`config.mk`:
```
export PLATFORM = sky130hd
export DESIGN_NAME = uart_tx_arbiter_flat
export DESIGN_NICKNAME = d
export VERILOG_FILES = /design/src/rtl/uart_tx_arbiter_pkg.sv /design/src/rtl/uart_tx_arbiter_if.sv /design/src/rtl/uart_tx_arbiter_rr_arbiter.sv /design/src/rtl/uart_tx_arbiter.sv /design/src/flat_wrapper.sv
export SDC_FILE = /design/constraint.sdc
export NUM_CORES = 1
export LEC_CHECK = 0
export ABC_AREA = 1
export CAP_MARGIN = 10
export CORE_ASPECT_RATIO = 0.9
export CORE_MARGIN = 5
export CORE_UTILIZATION = 45
export DETAILED_ROUTE_END_ITERATION = 8
export PLACE_DENSITY_LB_ADDON = 0.05
export SLEW_MARGIN = 30
export SYNTH_ARGS = -nofsm -noshare
export SYNTH_HDL_FRONTEND = slang
export SYNTH_SLANG_ARGS = --single-unit
```
`constraint.sdc`:
```
create_clock -name ipClk -period 1.92 [get_ports ipClk]
set_input_delay 0.192 -clock ipClk [delete_from_list [all_inputs] [get_ports ipClk]]
set_output_delay 0.192 -clock ipClk [all_outputs]
set_load 0.02 [all_outputs]
```
`src/rtl/uart_tx_arbiter_pkg.sv`:
```
// Shared types and helpers for the UART TX arbiter.
// Round-robin pick searches from ptr with an explicit modulo-N wrap.
package uart_arb_pkg;

  typedef enum logic [2:0] {
    IDLE,
    HDR,
    LOAD,
    SEND,
    WAIT
  } state_t;

  localparam logic [3:0] HDR_NIB = 4'hA;

  function automatic logic [2:0] rr_pick(
    input logic [7:0] valid,
    input logic [2:0] ptr,
    input int         n
  );
    logic [2:0] win;
    int         idx;
    win = ptr;
    // Walk farthest-first so the nearest valid channel wins last.
    for (int i = 7; i >= 0; i--) begin
      if (i < n) begin
        idx = int'(ptr) + i;
        if (idx >= n) idx = idx - n;
        if (valid[idx]) win = 3'(idx);
      end
    end
    return win;
  endfunction

endpackage

```
`src/rtl/uart_tx_arbiter_if.sv`:
```
// Requester and UART transmit signals shared by the arbiter.
// slave = arbiter side, master = environment side.
interface uart_tx_arbiter_if #(
  parameter int N = 4
);
  logic [N*8-1:0] ipReqData;
  logic [N-1:0]   ipReqValid;
  logic [N-1:0]   ipReqLast;
  logic [N-1:0]   opReqReady;
  logic [7:0]     opTxData;
  logic           opTxSend;
  logic           ipTxBusy;
  logic [N-1:0]   opGrant;
  logic           opActive;

  modport slave (
    input  ipReqData, ipReqValid, ipReqLast, ipTxBusy,
    output opReqReady, opTxData, opTxSend, opGrant, opActive
  );

  modport master (
    output ipReqData, ipReqValid, ipReqLast, ipTxBusy,
    input  opReqReady, opTxData, opTxSend, opGrant, opActive
  );
endinterface

```
`src/rtl/uart_tx_arbiter_rr_arbiter.sv`:
```
// Round-robin pick of the first valid channel from ptr.
// ptr moves past the released owner when update pulses.
module rr_arbiter
  import uart_arb_pkg::*;
#(
  parameter int N  = 4,
  parameter int PW = $clog2(N)
) (
  input  logic          clk,
  input  logic          rst,
  input  logic [N-1:0]  valid,
  input  logic          update,
  input  logic [PW-1:0] grant_idx,
  output logic [PW-1:0] pick,
  output logic          any
);

  logic [PW-1:0] ptr;

  assign pick = PW'(rr_pick(8'(valid), 3'(ptr), N));
  assign any  = |valid;

  always_ff @(posedge clk or posedge rst) begin
    if (rst) begin
      ptr <= '0;
    end else if (update) begin
      if (grant_idx == PW'(N - 1))
        ptr <= '0;
      else
        ptr <= grant_idx + PW'(1);
    end
  end

endmodule

```
`src/rtl/uart_tx_arbiter.sv`:
```
// Shares one UART TX between N byte-stream requesters.
// Define UART_TX_ARBITER_HEADER_EN to prefix packets with a channel header.
module uart_tx_arbiter
  import uart_arb_pkg::*;
#(
  parameter int N            = 4,
  parameter bit LOCK_PACKETS = 1'b1
) (
  input  logic              ipClk,
  input  logic              ipReset,
  uart_tx_arbiter_if.slave  bus
);

  localparam int PW = $clog2(N);

  state_t        state;
  logic [PW-1:0] gidx;
  logic [PW-1:0] pick;
  logic          any;
  logic          last_q;
  logic          hdr_q;
  logic          release_now;

  assign release_now = (state == WAIT) && !bus.ipTxBusy &&
                       !hdr_q && (last_q || !LOCK_PACKETS);

  rr_arbiter #(
    .N  (N),
    .PW (PW)
  ) u_rr (
    .clk       (ipClk),
    .rst       (ipReset),
    .valid     (bus.ipReqValid),
    .update    (release_now),
    .grant_idx (gidx),
    .pick      (pick),
    .any       (any)
  );

  always_ff @(posedge ipClk or posedge ipReset) begin
    if (ipReset) begin
      state          <= IDLE;
      gidx           <= '0;
      last_q         <= 1'b0;
      hdr_q          <= 1'b0;
      bus.opGrant    <= '0;
      bus.opActive   <= 1'b0;
      bus.opReqReady <= '0;
      bus.opTxData   <= '0;
      bus.opTxSend   <= 1'b0;
    end else begin
      bus.opReqReady <= '0;
      unique case (state)
        IDLE: begin
          // Busy check also covers reset released mid-frame.
          if (any && !bus.ipTxBusy) begin
            gidx         <= pick;
            bus.opGrant  <= N'(1) << pick;
            bus.opActive <= 1'b1;
`ifdef UART_TX_ARBITER_HEADER_EN
            state        <= HDR;
`else
            state        <= LOAD;
`endif
          end
        end
`ifdef UART_TX_ARBITER_HEADER_EN
        HDR: begin
          bus.opTxData <= {HDR_NIB, 1'b0, 3'(gidx)};
          hdr_q        <= 1'b1;
          state        <= SEND;
        end
`endif
        LOAD: begin
          if (bus.ipReqValid[gidx]) begin
            bus.opTxData   <= bus.ipReqData[int'(gidx)*8 +: 8];
            bus.opReqReady <= N'(1) << gidx;
            last_q         <= bus.ipReqLast[gidx];
            state          <= SEND;
          end
        end
        SEND: begin
          bus.opTxSend <= 1'b1;
          if (bus.ipTxBusy && bus.opTxSend) begin
            bus.opTxSend <= 1'b0;
            state        <= WAIT;
          end
        end
        WAIT: begin
          if (!bus.ipTxBusy) begin
            if (hdr_q) begin
              hdr_q <= 1'b0;
              state <= LOAD;
            end else if (last_q || !LOCK_PACKETS) begin
              bus.opGrant  <= '0;
              bus.opActive <= 1'b0;
              state        <= IDLE;
            end else begin
              state <= LOAD;
            end
          end
        end
        default: state <= IDLE;
      endcase
    end
  end

endmodule

```
`src/flat_wrapper.sv`:
```
// flat-port wrapper written by rule: the top's interface ports become plain ports
module uart_tx_arbiter_flat import uart_arb_pkg::*;
#(
  parameter int N            = 4,
  parameter bit LOCK_PACKETS = 1'b1
)
  (ipClk, ipReset, bus_ipReqData, bus_ipReqValid, bus_ipReqLast, bus_ipTxBusy, bus_opReqReady, bus_opTxData, bus_opTxSend, bus_opGrant, bus_opActive);
  uart_tx_arbiter_if #(.N(N)) bus_i ();
  input  logic ipClk;
  input  logic ipReset;
  input wire logic [$bits(bus_i.ipReqData)-1:0] bus_ipReqData;
  input wire logic [$bits(bus_i.ipReqValid)-1:0] bus_ipReqValid;
  input wire logic [$bits(bus_i.ipReqLast)-1:0] bus_ipReqLast;
  input wire logic [$bits(bus_i.ipTxBusy)-1:0] bus_ipTxBusy;
  output wire logic [$bits(bus_i.opReqReady)-1:0] bus_opReqReady;
  output wire logic [$bits(bus_i.opTxData)-1:0] bus_opTxData;
  output wire logic [$bits(bus_i.opTxSend)-1:0] bus_opTxSend;
  output wire logic [$bits(bus_i.opGrant)-1:0] bus_opGrant;
  output wire logic [$bits(bus_i.opActive)-1:0] bus_opActive;
  assign bus_i.ipReqData = bus_ipReqData;
  assign bus_i.ipReqValid = bus_ipReqValid;
  assign bus_i.ipReqLast = bus_ipReqLast;
  assign bus_i.ipTxBusy = bus_ipTxBusy;
  assign bus_opReqReady = bus_i.opReqReady;
  assign bus_opTxData = bus_i.opTxData;
  assign bus_opTxSend = bus_i.opTxSend;
  assign bus_opGrant = bus_i.opGrant;
  assign bus_opActive = bus_i.opActive;
  uart_tx_arbiter #(.N(N), .LOCK_PACKETS(LOCK_PACKETS)) u_core (.ipClk(ipClk), .ipReset(ipReset), .bus(bus_i));
endmodule
```
# [After elaboration in Yosys (flattened, before gate mapping)]
# Index checks and enable logic that the tools add are counted.
[word_totals] latchBits=0 inputBits=43 ram_bits=0 elab_cells=92 romBits=0 output_inout_bits=18 mem_count=0 register_bits=26
[classes] div=0 shifts=3 muxes=42 addsub=8 reduce_logical=12 eq_ne=9 order_cmp=9 n_mul=0 bitwise_logic=0
[ops] cell="$lt A32 B5 Y1 const B" count=4
[ops] cell="$mux W32" count=4
[ops] cell="$ge A32 B4 Y1 const B" count=1
[ops] cell="$shiftx A32 B6 Y8" count=1
[ops] cell="$sub A32 B4 Y32 const B" count=1
[ops] cell="$mux W4" count=5
[ops] cell="$mux W1" count=14
[ops] cell="$bmux W1 S3" count=4
[ops] cell="$mux W2" count=6
[ops] cell="$mux W3" count=4
[ops] cell="$pmux W3 S4" count=1
[ops] cell="$ne A2 B1 Y1 const B" count=4
[ops] cell="$pmux W4 S2" count=1
[ops] cell="$reduce_and A4 Y1" count=2
[ops] cell="$shl A1 B2 Y4 const A" count=2
[ops] cell="$sub A3 B3 Y4 const B" count=2
[ops] cell="$add A2 B2 Y3 const B" count=2
[ops] cell="$eq A3 B2 Y1 const B" count=2
[ops] cell="$ge A3 B3 Y1 const B" count=2
[ops] cell="$bmux W1 S2" count=2
[ops] cell="$logic_and A1 B1 Y1" count=4
[ops] cell="$reduce_and A2 Y1" count=2
[ops] cell="$reduce_or A4 Y1" count=1
[ops] cell="$sub A2 B3 Y4 const B" count=1
[ops] cell="11 further kinds" count=11

# [Longest topological paths before layout]
[logic_depth] ltp_word=13 ltp_mapped=13 ltp_nobuf=13

# [Cells and area by module]
# From an unflattened synthesis, not the netlist that was laid out.
[hier_totals] hier_cells=234 hier_area_um2=1674.1
[modules_own_cells] mod="uart_tx_arbiter" cells_per_inst=178 n_inst=1 area_per_inst_um2=1377.6 seq_area_each_um2=600.6
[modules_own_cells] mod="rr_arbiter" cells_per_inst=56 n_inst=1 area_per_inst_um2=296.5 seq_area_each_um2=50.0

# [Worst setup path after synthesis]
# OpenSTA, ideal clock, no wires.
[synth_path] path_type="register -> register" start="register u_core.u_rr.ptr[0]" end="register u_core.bus.opGrant[1]" path_buffers=0 slack_ns=0.242 setup_ns=0.117 period_less_slack_ns=1.678 t_arrival_ns=1.561 path_stages_with_launch=12 required_ns=1.803 cell_sequence="dfrtp_1 inv_2 ha_1 inv_1 nand3_1 nand3_2 nand2_1 nand2_1 nand2_1 nand2_1 nand3_1 nand2_1"
[synth_between] elab_chain_cells=13 elab_cells_between_ends=34 cone_classes="add/sub: 7; order compare: 4; shift: 1; mux: 22"
[synth_lines] item="start: declaration" line_no="uart_tx_arbiter_rr_arbiter.sv:18" text="logic [PW-1:0] ptr;"
[synth_lines] item="start signal: assignment" line_no="uart_tx_arbiter_rr_arbiter.sv:30" text="ptr <= grant_idx + PW'(1);"
[synth_lines] item="$add A2 B2 Y3" line_no="uart_tx_arbiter_pkg.sv:26" text="idx = int'(ptr) + i;"
[synth_lines] item="$sub A32 B4 Y32 or $ge A32 B4 Y1 (tied branches)" line_no="uart_tx_arbiter_pkg.sv:27" text="if (idx >= n) idx = idx - n;"
[synth_lines] item="$mux W32" line_no="uart_tx_arbiter_pkg.sv:27"
[synth_lines] item="$bmux W1 S3" line_no="uart_tx_arbiter_pkg.sv:28" text="if (valid[idx]) win = 3'(idx);"
[synth_lines] item="$mux W1 (implied by the code) (2 in series)" line_no="uart_tx_arbiter_pkg.sv:28"
[synth_lines] item="$mux W2 (3 in series)" line_no="uart_tx_arbiter_pkg.sv:28"
[synth_lines] item="$mux W2 *" line_no="uart_tx_arbiter_pkg.sv:28"
[synth_lines] item="$shl A1 B2 Y4 *" line_no="uart_tx_arbiter.sv:58" text="bus.opGrant <= N'(1) << pick;"
[synth_lines] item="$mux W4 *" line_no="uart_tx_arbiter.sv:56" text="if (any && !bus.ipTxBusy) begin"
[synth_lines] item="$pmux W4 S2 *" line_no="uart_tx_arbiter.sv:53" text="unique case (state)"
[synth_lines] item="end signal: assignment" line_no="uart_tx_arbiter.sv:58"
[synth_lines] item="end: declaration" line_no="uart_tx_arbiter_if.sv:18" text="output opReqReady, opTxData, opTxSend, opGrant, opActive"
# Mark *: on every way between the ends. The rest lies on a longest branch, timed or not. The select of a mux whose other input is x is not followed.
# A chain may end at the register's enable or synchronous reset.

# [Final worst setup path]
# Same ends and word-level chain as after synthesis.

==> metrics.md <==
| Metric | Value |
|---|---|
| Mapped cell area | 1689 µm² |
| Clk buf depth | 2 |
| Worst hold path class | in2async |
| Period utilisation layout | 86.29% |
| Initial antenna violation count | 0 |
| Crit-path slowest cell | dfrtp_1 |
| Share of layout cells above drive strength 1 | 11.19% |
| Fin crit period | 1657 ps |
| Post-Place Worst Slack | 220.8 ps |
| Cells after synthesis | 230 |
| Worst setup margin | 263.3 ps |
| Outcome | completed |
| Final Hold Viols | 0 |
| Die Y-Extent | 68.12 µm |
| Max incr delay on CP | 360 ps |
| Max-cap violations | 0 |
| Pwr Density | 1624 nW/µm² |
| Met2 WL | 2.021 mm |
| Post-synth EDFFs | 0 |
| Final wirelength | 4.283 mm |
| Nets | 346 |
| Yosys Warn Count | 0 |
| Unrepaired setup endpoints after global routing | no |
| Met1 WL | 2.107 mm |
| Clock Skews | 3.733 ps |
| Total gr overflow | 0 |
| Met3 WL post-DR | 137 µm |
| DR iter-0 viols | 77 |
| Routed Antenna Nets | 0 |
| Post-Syn Nets | 280 |
| TritonCTS clock tree | built |
| ANT cells | 0 |
| Routed len/inst | 12.56 µm |
| Least-Margin Pin Slew | 324.0 ps |
| Leading cell types in the layout, fill and taps excluded | clkdlybuf4s50_1, nand2_1, inv_1 |
| CP delay by family, top | simple AND/OR/NAND/NOR gates |
| Maximum clock frequency | 0.6036 GHz |
| Cell Chain, Critical Path | inv_2 -> ha_1 -> inv_1 -> nand3_1 -> nand3_2 -> nand2_1 -> nand2_1 -> nand2_1 -> nand2_1 -> nand3_1 -> nand2_1 |
| Pin count of the biggest net entering global routing | 27 |
| Max-slew violations | 0 |
| Most common cell after layout, fill and taps aside | clkdlybuf4s50_1 |
| Syn-to-layout area delta | 45.70% |
| Fin cells | 341 |
| Placer congestion estimate | 0.8494 |
| Post-CTS sizing | 0 |
| IO Port Bufs | 60 |
| Clk_lat worst skew | 270 ps |
| Crit path max fanout | 5 |
| Worst rel slew slack | 78.40% |
| Post-synthesis sequential area ratio | 38.52% |
| Clock H-tree levels | 1 |
| Post-synth top area share | 38.52% |
| Average size of a mapped cell | 7.344 µm² |
| Main synth FF type | dfrtp_1 |
| Core ar. | 3679 µm² |
| Die Wd | 74.58 µm |
| Max Used Layer | met4 |
| CP Buf/Inv Count | 2 |
| Asr flop ratio synth | 100.0% |
| Cts bufs inserted | 3 |
| Most common cell on crit path | nand2_1 |
| GRT Overall Usage | 18.63% |
| TNS Setup | 0 ps |
| Pleak | 1.165 nW |
| Root buf cell | clkbuf_8 |
| Largest cells by area after synthesis | dfrtp_1, nand2_1, o21ai_0, inv_1, nor2_1 |
| I/O pin count | 61 |
| CP Launch Type | register |
| WP data required | 2090 ps |
| Post-synthesis cell type count | 26 |
| Setup bufs post-CTS | 0 |
| Vias/cell | 4.801 |
| CP Capture Type | register |
| Pre-antenna DRT Iters | 4 |
| Post-DP HPWL | 3.486 mm |
| Max VDD drop | 0.0008972 V |
| Worst setup path class | reg2reg |
| #FFs+latches synth | 26 |
| Global-route wire length before repair | 7.265 mm |
| Via count | 1637 |
| Arrival time of the worst setup path | 1820 ps |
| Post-synth top area cell | dfrtp_1 |
| Drc violations | 0 |
| Initial Util | 45.92% |
| # setup viols final | 0 |
| Placed Cells | 337 |
| Post-CTS Hold Fix Bufs | 0 |
| Vias in the first global route | 1522 |
| Clock slew at reported path FFs | 90 ps |
| Clk sink count | 26 |
| Die area | 5080 µm² |
| Std cell rows | 21 |
## flip-flops by register name, summed over array words and instances, names as in the netlist
signal and count:
u_core.bus.opTxData 8, u_core.bus.opActive 1, u_core.state 3, u_core.u_rr.ptr 2, u_core.bus.opReqReady 4, u_core.gidx 2
u_core.bus.opTxSend 1, u_core.last_q 1, u_core.bus.opGrant 4
## through the flow
step | power, mW | hold WS, ps | instance area (µm²) | utilization (%)
floorplan | 2.669 | 232.0 | 1689 | -
global placement | 3.531 | 474.9 | 2390 | 64.97
detailed placement | 3.558 | 468.4 | 2390 | 64.97
CTS | 4.020 | 266.2 | 2461 | 66.90
global route | 4.406 | 290.7 | 2461 | 66.90
finish | 3.996 | 264.1 | 2461 | 66.90
## routing by layer
layer  global-route usage [%]  vias up
met4                    3.333        0
met3                    3.524        2
li1                         -      876
met1                    26.84      736
met5                        0        -
met2                    29.39       23
## worst paths after layout
kind,endpoint,depth (start not counted),from,slack (ps)
max in group asynchronous,u_core.bus.opTxData[2],3,ipReset,1410
min reg2reg,u_core.bus.opActive,2,u_core.bus.opActive,480
min in group ipClk,u_core.bus.opActive,2,u_core.bus.opActive,480
min,u_core.bus.opTxData[3],3,ipReset,260
max reg2reg,u_core.bus.opGrant[1],11,u_core.u_rr.ptr[0],260
max,u_core.bus.opGrant[1],11,u_core.u_rr.ptr[0],260
## cells in the mapped netlist, types with 3 or more instances
cell type and n:
clkbuf_1 3, o22ai_1 11, nand3_1 16, inv_2 4
nand2_1 42, ha_1 7, dfrtp_1 26, nor2_1 26
o21ai_1 10, o21ai_0 23, a21oi_1 5, inv_1 29
buf_2 3, nand2_2 6, nand3_2 5
## power by group
group / switching (mW) / total [mW] / internal [mW] / leakage (nW)
Clock: 0.165 / 0.444 / 0.279 / 0.0357
Combinational: 1.54 / 2.62 / 1.08 / 0.805
Sequential: 0.135 / 0.928 / 0.793 / 0.325
## worst min-delay path: stages
cell	delay (ps)
clkdlybuf4s50_1	390
inv_1	50
buf_4	310
## logic make-up (layout without fill, tap and decap cells)
kind of cell / after synthesis / in the layout / share of synthesized area, %
buffers and inverters: 41 / 106 / 9.555
adders and majority gates: 7 / 7 / 5.185
DFF: 26 / 26 / 38.52
and+or+nand+nor: 100 / 100 / 28.22
AOI/OAI and AO/OA: 56 / 56 / 18.52
## final cells by class
cell class / instances / area [µm²]
sequential: 26 / 650.6
timing repair buffer: 69 / 680.7
inverter: 33 / 123.9
clock inverter: 1 / 30.03
fill: 308 / 1217
tap: 46 / 57.56
multi-input combinational: 163 / 877.1
clock buffer: 3 / 41.29
(Power assumes the default switching activity.)
